`config.mk`:
```
export PLATFORM = sky130hd
export DESIGN_NAME = instr_fetch_unit
export DESIGN_NICKNAME = d
export VERILOG_FILES = /design/src/rtl/instr_fetch_unit.sv
export SDC_FILE = /design/constraint.sdc
export NUM_CORES = 1
export LEC_CHECK = 0
export CORE_MARGIN = 5
export CORE_UTILIZATION = 40
export DETAILED_ROUTE_END_ITERATION = 16
export HOLD_SLACK_MARGIN = 0.06
export PLACE_DENSITY = 0.73
export SYNTH_ARGS = -nofsm -noshare
export SYNTH_HDL_FRONTEND = slang
export SYNTH_SLANG_ARGS = --single-unit
```
`constraint.sdc`:
```
create_clock -name clk -period 8.15 [get_ports clk]
set_input_delay 1.63 -clock clk [delete_from_list [all_inputs] [get_ports clk]]
set_output_delay 1.63 -clock clk [all_outputs]
set_load 0.03 [all_outputs]
```
`src/rtl/instr_fetch_unit.sv`:
```
// RISC-V fetch front end with a DEPTH-entry {pc, word} prefetch FIFO; IFU_BACKTOBACK_EN allows issue on the response cycle.
// Response-to-instr_valid latency is 1 cycle; fetch stalls while the FIFO is full and decode holds instr_ready low.
module instr_fetch_unit #(
  parameter logic [31:0] RESET_PC = 32'h0000_0000,
  parameter int          DEPTH    = 2
) (
  input  logic        clk,
  input  logic        reset,
  output logic        imem_req_valid,
  input  logic        imem_req_ready,
  output logic [31:0] imem_addr,
  input  logic        imem_rsp_valid,
  input  logic [31:0] imem_rsp_data,
  input  logic        redirect_valid,
  input  logic [31:0] redirect_pc,
  output logic        instr_valid,
  input  logic        instr_ready,
  output logic [31:0] instr,
  output logic [31:0] instr_pc
);
  localparam int AW = (DEPTH > 1) ? $clog2(DEPTH) : 1;
  localparam int CW = AW + 1;
  localparam logic [CW-1:0] DEPTH_C = CW'(DEPTH);

  typedef enum logic [1:0] {S_REQ, S_WAIT, S_DROP} state_t;

  typedef struct packed {
    logic [31:0] pc;
    logic [31:0] word;
  } entry_t;

  state_t        state, state_nxt;
  logic [31:0]   fetch_pc, req_pc;
  entry_t        fifo_mem [DEPTH];
  entry_t        head;
  logic [AW-1:0] wr_ptr, rd_ptr;
  logic [CW-1:0] count;
  logic          push, pop, req_hs;

  assign instr_valid = reset && (count != '0);
  assign pop         = instr_valid && instr_ready;
  assign head        = fifo_mem[rd_ptr];
  assign instr       = head.word;
  assign instr_pc    = head.pc;
  assign imem_addr   = fetch_pc;
  assign req_hs      = imem_req_valid && imem_req_ready;

`ifdef IFU_BACKTOBACK_EN
  // Occupancy after the response lands, used to decide same-cycle reissue.
  logic [CW:0] cnt_if_push;
  assign cnt_if_push = {1'b0, count} + (CW+1)'(1) - (CW+1)'(pop);
`endif

  always_comb begin
    state_nxt      = state;
    imem_req_valid = 1'b0;
    push           = 1'b0;
    if (reset) begin
      case (state)
        S_REQ: begin
          imem_req_valid = (count < DEPTH_C) && !redirect_valid;
          if (imem_req_valid && imem_req_ready) state_nxt = S_WAIT;
        end
        S_WAIT: begin
          if (imem_rsp_valid) begin
            push      = !redirect_valid;
            state_nxt = S_REQ;
`ifdef IFU_BACKTOBACK_EN
            imem_req_valid = !redirect_valid && (cnt_if_push < (CW+1)'(DEPTH));
            if (imem_req_valid && imem_req_ready) state_nxt = S_WAIT;
`endif
          end else if (redirect_valid) begin
            state_nxt = S_DROP;
          end
        end
        S_DROP: begin
          if (imem_rsp_valid) state_nxt = S_REQ;
        end
        default: state_nxt = S_REQ;
      endcase
    end
  end

  always_ff @(posedge clk) begin
    if (!reset) begin
      state    <= S_REQ;
      fetch_pc <= RESET_PC;
      req_pc   <= '0;
      count    <= '0;
      wr_ptr   <= '0;
      rd_ptr   <= '0;
      for (int i = 0; i < DEPTH; i++) fifo_mem[i] <= '0;
    end else begin
      state <= state_nxt;
      if (redirect_valid) begin
        fetch_pc <= redirect_pc & 32'hFFFF_FFFC;
        count    <= '0;
        wr_ptr   <= '0;
        rd_ptr   <= '0;
      end else begin
        if (req_hs) begin
          req_pc   <= fetch_pc;
          fetch_pc <= fetch_pc + 32'd4;
        end
        // Push uses the pre-handshake req_pc: the word belongs to the older request.
        if (push) begin
          fifo_mem[wr_ptr] <= '{pc: req_pc, word: imem_rsp_data};
          wr_ptr           <= wr_ptr + AW'(1);
        end
        if (pop) rd_ptr <= rd_ptr + AW'(1);
        count <= count + CW'(push) - CW'(pop);
      end
    end
  end
endmodule

```
==> results of run 1 <==
final cells by class:
type / instances / share of cell area (%)
Clock buffer: 24 / 4.21
Clock inverter: 8 / 0.741
Inverter: 8 / 0.274
Multi-Input combinational cell: 493 / 30.1
Sequential cell: 191 / 46.1
Tap cell: 275 / 3.13
Timing Repair Buffer: 173 / 15.5
Yosys cell counts, drive strengths merged, types with 4 or more instances:
master  instances
nor2           16
nor2b           5
nor3            9
nand2          78
or4             8
a211oi          6
clkbuf         40
and4            7
o31ai           4
o21ai          13
buf            15
and2          132
a311oi          4
inv             7
a31oi          12
dfxtp          67
or3             4
nand4          19
a311o           4
nand3          39
o211ai         10
xor2            4
edfxtp        124
and3            7
a21oi          12
mux2           62
state kept, by name (all words and copies together), names as in the netlist, named ones only:
| register | flops |
|---|---|
| imem_addr | 30 |
| fifo_mem | 124 |
| wr_ptr | 1 |
| rd_ptr | 1 |
| count | 2 |
| req_pc | 30 |
| state | 2 |
routing by layer:
metal / share of wire (%) / up-vias
met5: 0 / -
met4: 1.6 / 0
met3: 7.0 / 24
met2: 46 / 213
met1: 45 / 2941
li1: - / 2978
power by group:
part	leakage, nW	total, mW	internal [mW]	switching [mW]
combinational	1.90	0.211	0.0926	0.118
sequential	1.83	1.09	1.06	0.0287
clock	0.268	0.786	0.433	0.353
worst max-delay path, stage by stage:
cell and delay (ns):
clkdlybuf4s50_1 0.40, buf_4 0.26, nand2b_1 0.42, nor4_1 0.27
clkdlybuf4s50_1 0.72
through the flow:
stage / instance area [um2] / worst slack [ns] / cells / power [mW] / hold slack, ns
6_report: 11000 / 2.82 / 1172 / 2.09 / 0.460
5_1_grt: 11000 / 2.69 / 1172 / 2.17 / 0.482
4_1_cts: 11000 / 2.80 / 1172 / 2.11 / 0.465
3_5_place_dp: 10400 / 2.83 / 1140 / 1.33 / 0.455
3_3_place_gp: 10400 / 2.82 / 1140 / 1.32 / 0.449
2_1_floorplan: 8600 / 1.21 / 747 / 1.22 / 0.432
logic make-up after synthesis:
kind of cell    Yosys count  synth area share (%)
compound gates           81                  6.60
xor+xnor                  7                 0.714
fa+ha+maj                 3                 0.437
buf+inv                  63                  3.06
flops                   191                  59.0
mux                      63                  8.25
other cells               1                0.0437
simple gates            335                  21.9
cell usage in the layout, fill, tap and decap left out, types with 3 or more instances in the layout:
master,netlist,layout
clkdlybuf4s50_1,0,160
and2_1,132,132
edfxtp_1,124,124
nand2_1,78,77
dfxtp_1,67,66
mux2_2,62,62
nand3_1,38,38
nand4_1,18,18
clkbuf_16,0,17
nor2_1,16,13
a21oi_1,12,12
a31oi_1,12,12
buf_4,4,12
o211ai_1,10,10
nor3_1,9,9
inv_1,7,7
and4_1,7,7
and3_1,7,7
o21ai_1,6,6
a211oi_1,6,6
or4_1,6,6
o21ai_0,7,6
clkbuf_1,40,6
nor2b_1,5,5
a311o_1,4,4
o31ai_1,4,4
or3_1,4,4
xor2_1,4,4
a311oi_1,4,4
conb_1,1,4
o21a_1,3,3
xnor2_1,3,3
o311ai_1,3,3
ha_1,3,3
inv_6,0,3
final timing paths:
kind	slack [ns]	cells after the start	endpoint	start
min reg2reg	0.46	2	req_pc[20]	req_pc[20]
max reg2reg	5.68	4	fifo_mem[0][27]	state[0]
max	2.82	5	imem_req_valid	redirect_valid
min	0.46	2	req_pc[20]	req_pc[20]
==> reports/results.tsv, run 1 <==
metric	value	unit
fillers	1848	
viasPerCell	5.25	
clk_pin_slew	0.06	ns
power_density	190	nW/um2
num_rows	53	
drt_iter0_markers	470	
regArea	5070	um2
vias	6156	
synth-async-reset-ratio	0	%
final_antenna_net_count	0	
synthTopCellsByArea	edfxtp_1 (43%), dfxtp_1 (16%), and2_1 (9.6%), mux2_2 (8.1%), nand2_1 (3.4%)	
grt_pass1_wl	32.8	mm
end_kind	output port	
antenna_cells	0	
grt.busiest_layer	met2	
postRouteWirelength	20.6	mm
use_met2	26.9	%
ys_types	54	
grtUsageMet3	4.01	%
period_minus_slack	5.33	ns
cts_tree	done	
worst_clock_skew	0.0116	ns
core_region_area	21100	um2
finalHoldViolations	0	
drc_errors	0	
min_path_type	reg2reg	
portBuffers	161	
dr.pass1.iters	5	
status	complete, no violations	
cts.sinks	191	
overflow	0	
setup_tns	0	ns
die_area	24500	um2
met1_usage	23.1	%
synthesis.area	8580	um2
multi_input_area	3300	um2
setup_viol	0	
finalMaxSlewViolations	0	
clk_latency	0.42	ns
cts_buffer_depth	2	
avgSynthCellArea	11.5	um2
grt_max_degree	63	
synth-main-ff-cell	edfxtp_1	
synth_top_cell_area_share	43.4	%
cts-root-buf	clkbuf_16	
cts_buffers	17	
dieHeight	156	um
final_util	52.1	%
ys_seq_area_share	59.0	%
grt_pass1_vias	6149	
wl_per_cell	17.6	um
crit_required	6.52	ns
fin_crit_sh	65.4	%
crit_type	in2out	
cts-hold-fix-buffers	0	
drv_cap	0	
ctsResizeCount	0	
die_x	156	um
io_pins	168	
dp_hpwl	13.3	mm
postCtsSetupRepairBufs	0	
routabilityCongestion	0.827	
startpoint_type	input port	
htree_levels	4	
ys_ff_latch	191	
start_util	40.7	%
max_freq	188	MHz
grt_antenna_before_repair	0	
rsz0062_at_grt	no	
drive_gt1_share	12.6	%
syn_inst	744	
vdd_ir_drop_max	0.133	mV
relSlewSlack	26.1	%
worst_pin_slew	1.11	ns
power.leakage	4.00	nW
critical_path_arrival	3.70	ns
nets	957	
layout-area-overhead-vs-synth	27.9	%
synth_edf_count	124	
crit_fanout	38	
grt_use_total	16.9	%
yosys.area.top_type	edfxtp_1	
yosys_warnings	0	
Power figures use the tool's default switching activity.
==> run 2: changes to the inputs <==
- clock period: 8.15 -> 5.4 ns (I/O delays scaled with it)
==> run 2 against run 1 <==
Register-to-register slack worse by 2.6 ns. Clock skew fell by 0.0014 ns. Sequential share of layout area shrank 0.44 points. Wire length shrank 0.59%. Clock power rose by 60%. Die area unchanged. Worst setup slack lost 1.4 ns. Sequential cell count unchanged. Via count up 1.7%. Total power is 54% higher. Largest cell class unchanged.
==> reports/results.tsv, run 2 (synthesis results as in run 1) <==
metric	value	unit
power_switching	817	uW
worst_clock_skew	0.0102	ns
grt_antenna_before_repair	0	
r2r_setup_slack	3.06	ns
die_area	24500	um2
vdd_ir_drop_max	0.203	mV
final_cell_mix	clkdlybuf4s50_1 (160), and2_1 (132), edfxtp_1 (124), nand2_1 (77), dfxtp_1 (66)	
crit_fanout	11	
grt_pass1_wl	32.4	mm
num_rows	53	
finalHoldViolations	0	
crit_type	in2out	
power.internal	2.41	mW
power.leakage	4.05	nW
switching_share	25.3	%
setup_tns	0	ns
largest_reg_flops	124	
core_region_area	21100	um2
worst_hold_slack	0.461	ns
cp_common_cell	clkdlybuf4s50_1	
top_register	fifo_mem	
min_to	req_pc[15]	
cts_tree	done	
max_freq	252	MHz
vias	6259	
min_path_type	reg2reg	
postCtsSetupRepairBufs	0	
end_kind	output port	
setup_viol	0	
relSlewSlack	36.7	%
r2r_start	imem_addr[2]	
multi_input_area	3300	um2
final_common_cell	clkdlybuf4s50_1	
critical_path.slowest_cell	clkdlybuf4s50_1	
drt_iter0_markers	532	
grt_max_degree	63	
critical_path.max_stage_delay	0.73	ns
drive_gt1_share	13.6	%
grtUsageMet3	3.84	%
regArea	5070	um2
finalMaxSlewViolations	0	
ctsResizeCount	0	
fin_area	11100	um2
regToRegEndpoint	imem_addr[16]	
routabilityCongestion	0.839	
portBuffers	161	
start_util	40.7	%
cts_buffer_depth	2	
worst_pin_slew	0.941	ns
overflow	0	
postRouteWirelength	20.5	mm
drc_errors	0	
dpl_cell_area	10500	um2
critical_path_arrival	2.90	ns
crit_chain	clkdlybuf4s50_1 -> nand2b_1 -> nor4_1 -> clkdlybuf4s50_1	
p_comb_share	10.0	%
cts-root-buf	clkbuf_16	
htree_levels	4	
dieHeight	156	um
crit_required	4.32	ns
viasPerCell	5.33	
cts-hold-fix-buffers	0	
die_x	156	um
startpoint_type	input port	
dr.pass1.iters	5	
clk_latency	0.43	ns
status	complete, no violations	
worstHoldStart	req_pc[15]	
met1_usage	22.7	%
io_pins	168	
p_seq_share	51.1	%
grt_pass1_vias	6200	
cts.sinks	191	
clk_pin_slew	0.07	ns
grt_use_total	16.7	%
power_density	291	nW/um2
wl_per_cell	17.4	um
p_clk_share	38.9	%
antenna_cells	0	
nets	960	
final_antenna_net_count	0	
use_met2	26.5	%
cts_buffers	17	
period_minus_slack	3.98	ns
drv_cap	0	
grt.busiest_layer	met2	
worstHoldPathCells	2	
dp_hpwl	13.1	mm
reg2reg_depth	5	
fin_crit_sh	73.6	%
fillers	1831	
layout-area-overhead-vs-synth	29.1	%
rsz0062_at_grt	no	
[run 2: power by group through the flow]
stage          Sequential, mW  Combinational (mW)  Clock (mW)
6_report                 1.65               0.323        1.26
3_5_place_dp             1.68               0.324           0
3_3_place_gp             1.68               0.322           0
2_1_floorplan            1.70               0.148           0
4_1_cts                  1.65               0.326        1.28
5_1_grt                  1.66               0.344        1.34
[run 2: layout make-up]
type	instances	area share [%]
Tap cell	275	3.10
Clock buffer	17	3.84
Sequential cell	191	45.7
Inverter	8	0.271
Clock inverter	15	1.58
Multi-Input combinational cell	493	29.8
Timing Repair Buffer	176	15.7
[run 2: worst max path at each step]
| stage | start | end | slack (ns) | depth (start not counted) |
|---|---|---|---|---|
| after floorplan | reset | fifo_mem[1][0] | 0.68 | 3 |
| after global placement | redirect_valid | imem_req_valid | 1.45 | 4 |
| after detailed placement | redirect_valid | imem_req_valid | 1.43 | 4 |
| after CTS | redirect_valid | imem_req_valid | 1.41 | 4 |
| after global routing | redirect_valid | imem_req_valid | 1.27 | 4 |
| final | redirect_valid | imem_req_valid | 1.42 | 4 |
[run 2: metrics by stage]
| stage | utilization, % | setup WS, ns | power (mW) | cells |
|---|---|---|---|---|
| 2_1_floorplan | - | 0.684 | 1.84 | 747 |
| 3_3_place_gp | 49.7 | 1.45 | 2.00 | 1143 |
| 3_5_place_dp | 49.7 | 1.43 | 2.00 | 1143 |
| 4_1_cts | 52.6 | 1.41 | 3.26 | 1175 |
| 5_1_grt | 52.6 | 1.27 | 3.34 | 1175 |
| 6_report | 52.6 | 1.42 | 3.23 | 1175 |
[run 2: critical path: cells and delay by family]
family | cells | cell delay (ns)
buffers and inverters | 2 | 1.15
AND/OR/NAND/NOR | 2 | 0.67
[run 2: metal layers]
| layer | vias up | share of wire, % |
|---|---|---|
| met4 | 0 | 1.4 |
| met2 | 222 | 46 |
| met3 | 19 | 7.7 |
| met5 | - | 0 |
| met1 | 3037 | 45 |
| li1 | 2981 | - |
==> run 3: changes to the inputs <==
- clock period: 5.4 -> 4.1 ns (I/O delays scaled with it)
==> run 3 against run 2 <==
Via count is 0.24% higher. Hold slack worse by 0.0030 ns. Non-clock buffer count is 3 higher. Critical path type is now reg2out.
==> reports/results.tsv, run 3 (synthesis results as in run 1) <==
metric	value	unit
end_kind	output port	
period_minus_slack	3.29	ns
fin_crit_sh	80.2	%
finalMaxSlewViolations	0	
r2r_setup_slack	1.71	ns
setup_tns	0	ns
r2r_start	imem_addr[10]	
portBuffers	161	
grt_antenna_before_repair	0	
regToRegEndpoint	imem_addr[23]	
max_freq	304	MHz
critical_path_arrival	2.47	ns
final_antenna_net_count	0	
min_path_type	reg2reg	
grt_pass1_wl	32.4	mm
final_cell_mix	clkdlybuf4s50_1 (159), and2_1 (132), edfxtp_1 (124), nand2_1 (77), dfxtp_1 (66)	
wl_per_cell	17.3	um
power_density	391	nW/um2
drive_gt1_share	13.6	%
num_rows	53	
relSlewSlack	37.1	%
io_pins	168	
power.leakage	4.09	nW
cts-root-buf	clkbuf_16	
drc_errors	0	
fin_area	11200	um2
final_common_cell	clkdlybuf4s50_1	
dieHeight	156	um
dp_cells	1146	
p_clk_share	40.4	%
die_x	156	um
clk_pin_slew	0.07	ns
die_area	24500	um2
vdd_ir_drop_max	0.248	mV
switching_share	22.8	%
power_switching	997	uW
core_region_area	21100	um2
postRouteWirelength	20.3	mm
reg2reg_depth	5	
routabilityCongestion	0.846	
antenna_cells	0	
crit_type	reg2out	
worst_clock_skew	0.0122	ns
grt_max_degree	63	
min_to	req_pc[7]	
cts_buffer_depth	2	
cts.sinks	191	
dpl_cell_area	10500	um2
grt_pass1_vias	6135	
startpoint_type	flop	
finalHoldViolations	0	
setup_viol	0	
power.internal	3.37	mW
worst_hold_slack	0.458	ns
drt_iter0_markers	393	
ctsResizeCount	0	
dr.pass1.iters	7	
start_util	40.7	%
largest_reg_flops	124	
worstHoldStart	req_pc[7]	
cts_tree	done	
htree_levels	4	
crit_required	3.28	ns
rsz0062_at_grt	no	
drv_cap	0	
dp_hpwl	13.5	mm
worst_pin_slew	0.935	ns
clk_latency	0.42	ns
p_comb_share	9.8	%
top_register	fifo_mem	
nets	963	
vias	6274	
worstHoldPathCells	2	
grt_use_total	16.7	%
postCtsSetupRepairBufs	0	
layout-area-overhead-vs-synth	29.9	%
stdcell_count	1177	
crit_fanout	28	
viasPerCell	5.33	
cts_buffers	17	
p_seq_share	49.8	%
overflow	0	
status	complete, no violations	
cts-hold-fix-buffers	0	
## run 3: layer usage
layer | vias up | wire (um) | GRT usage, %
met5 | - | 0 | 0
met3 | 32 | 1640 | 4.56
met1 | 2993 | 8890 | 22.6
met4 | 0 | 262 | 4.79
li1 | 2997 | - | -
met2 | 252 | 9530 | 26.5
## run 3: critical path: stages, from the launching register on
cell and delay [ns]:
dfxtp_2 0.59, buf_4 0.44, mux2_2 0.40, clkdlybuf4s50_1 0.59
## run 3: power groups by stage
stage	clock network (mW)	logic (mW)	registers, mW
final	1.76	0.428	2.17
after global placement	0	0.425	2.21
after global routing	1.89	0.458	2.18
after floorplan	0	0.195	2.23
after detailed placement	0	0.429	2.21
after CTS	1.80	0.432	2.17
## run 3: layout make-up
cell class / instances / area (um2)
well taps: 275 / 344
multi-input cells: 493 / 3300
inverters: 8 / 30.0
flip-flops and latches: 191 / 5070
repair buffers: 179 / 1780
fillers: 1845 / 9940
clock inverters: 12 / 180
clock buffers: 19 / 454
## run 3: worst max path at each step
stage	slack, ns	depth (start not counted)	from	end
floorplan	0.69	4	reset	fifo_mem[0][0]
global placement	0.90	7	imem_req_ready	req_pc[7]
detailed placement	0.88	7	imem_req_ready	req_pc[7]
CTS	0.76	3	flop	instr[18]
global route	0.67	3	flop	instr[4]
finish	0.81	3	flop	instr[20]
## run 3: stage by stage
step                      setup WS (ns)  total power, mW  util, %
after CTS                         0.756             4.40     52.9
after floorplan                   0.688             2.43        -
after global placement            0.903             2.63     49.9
after detailed placement          0.881             2.64     49.9
final                             0.810             4.36     52.9
after global routing              0.670             4.53     52.9
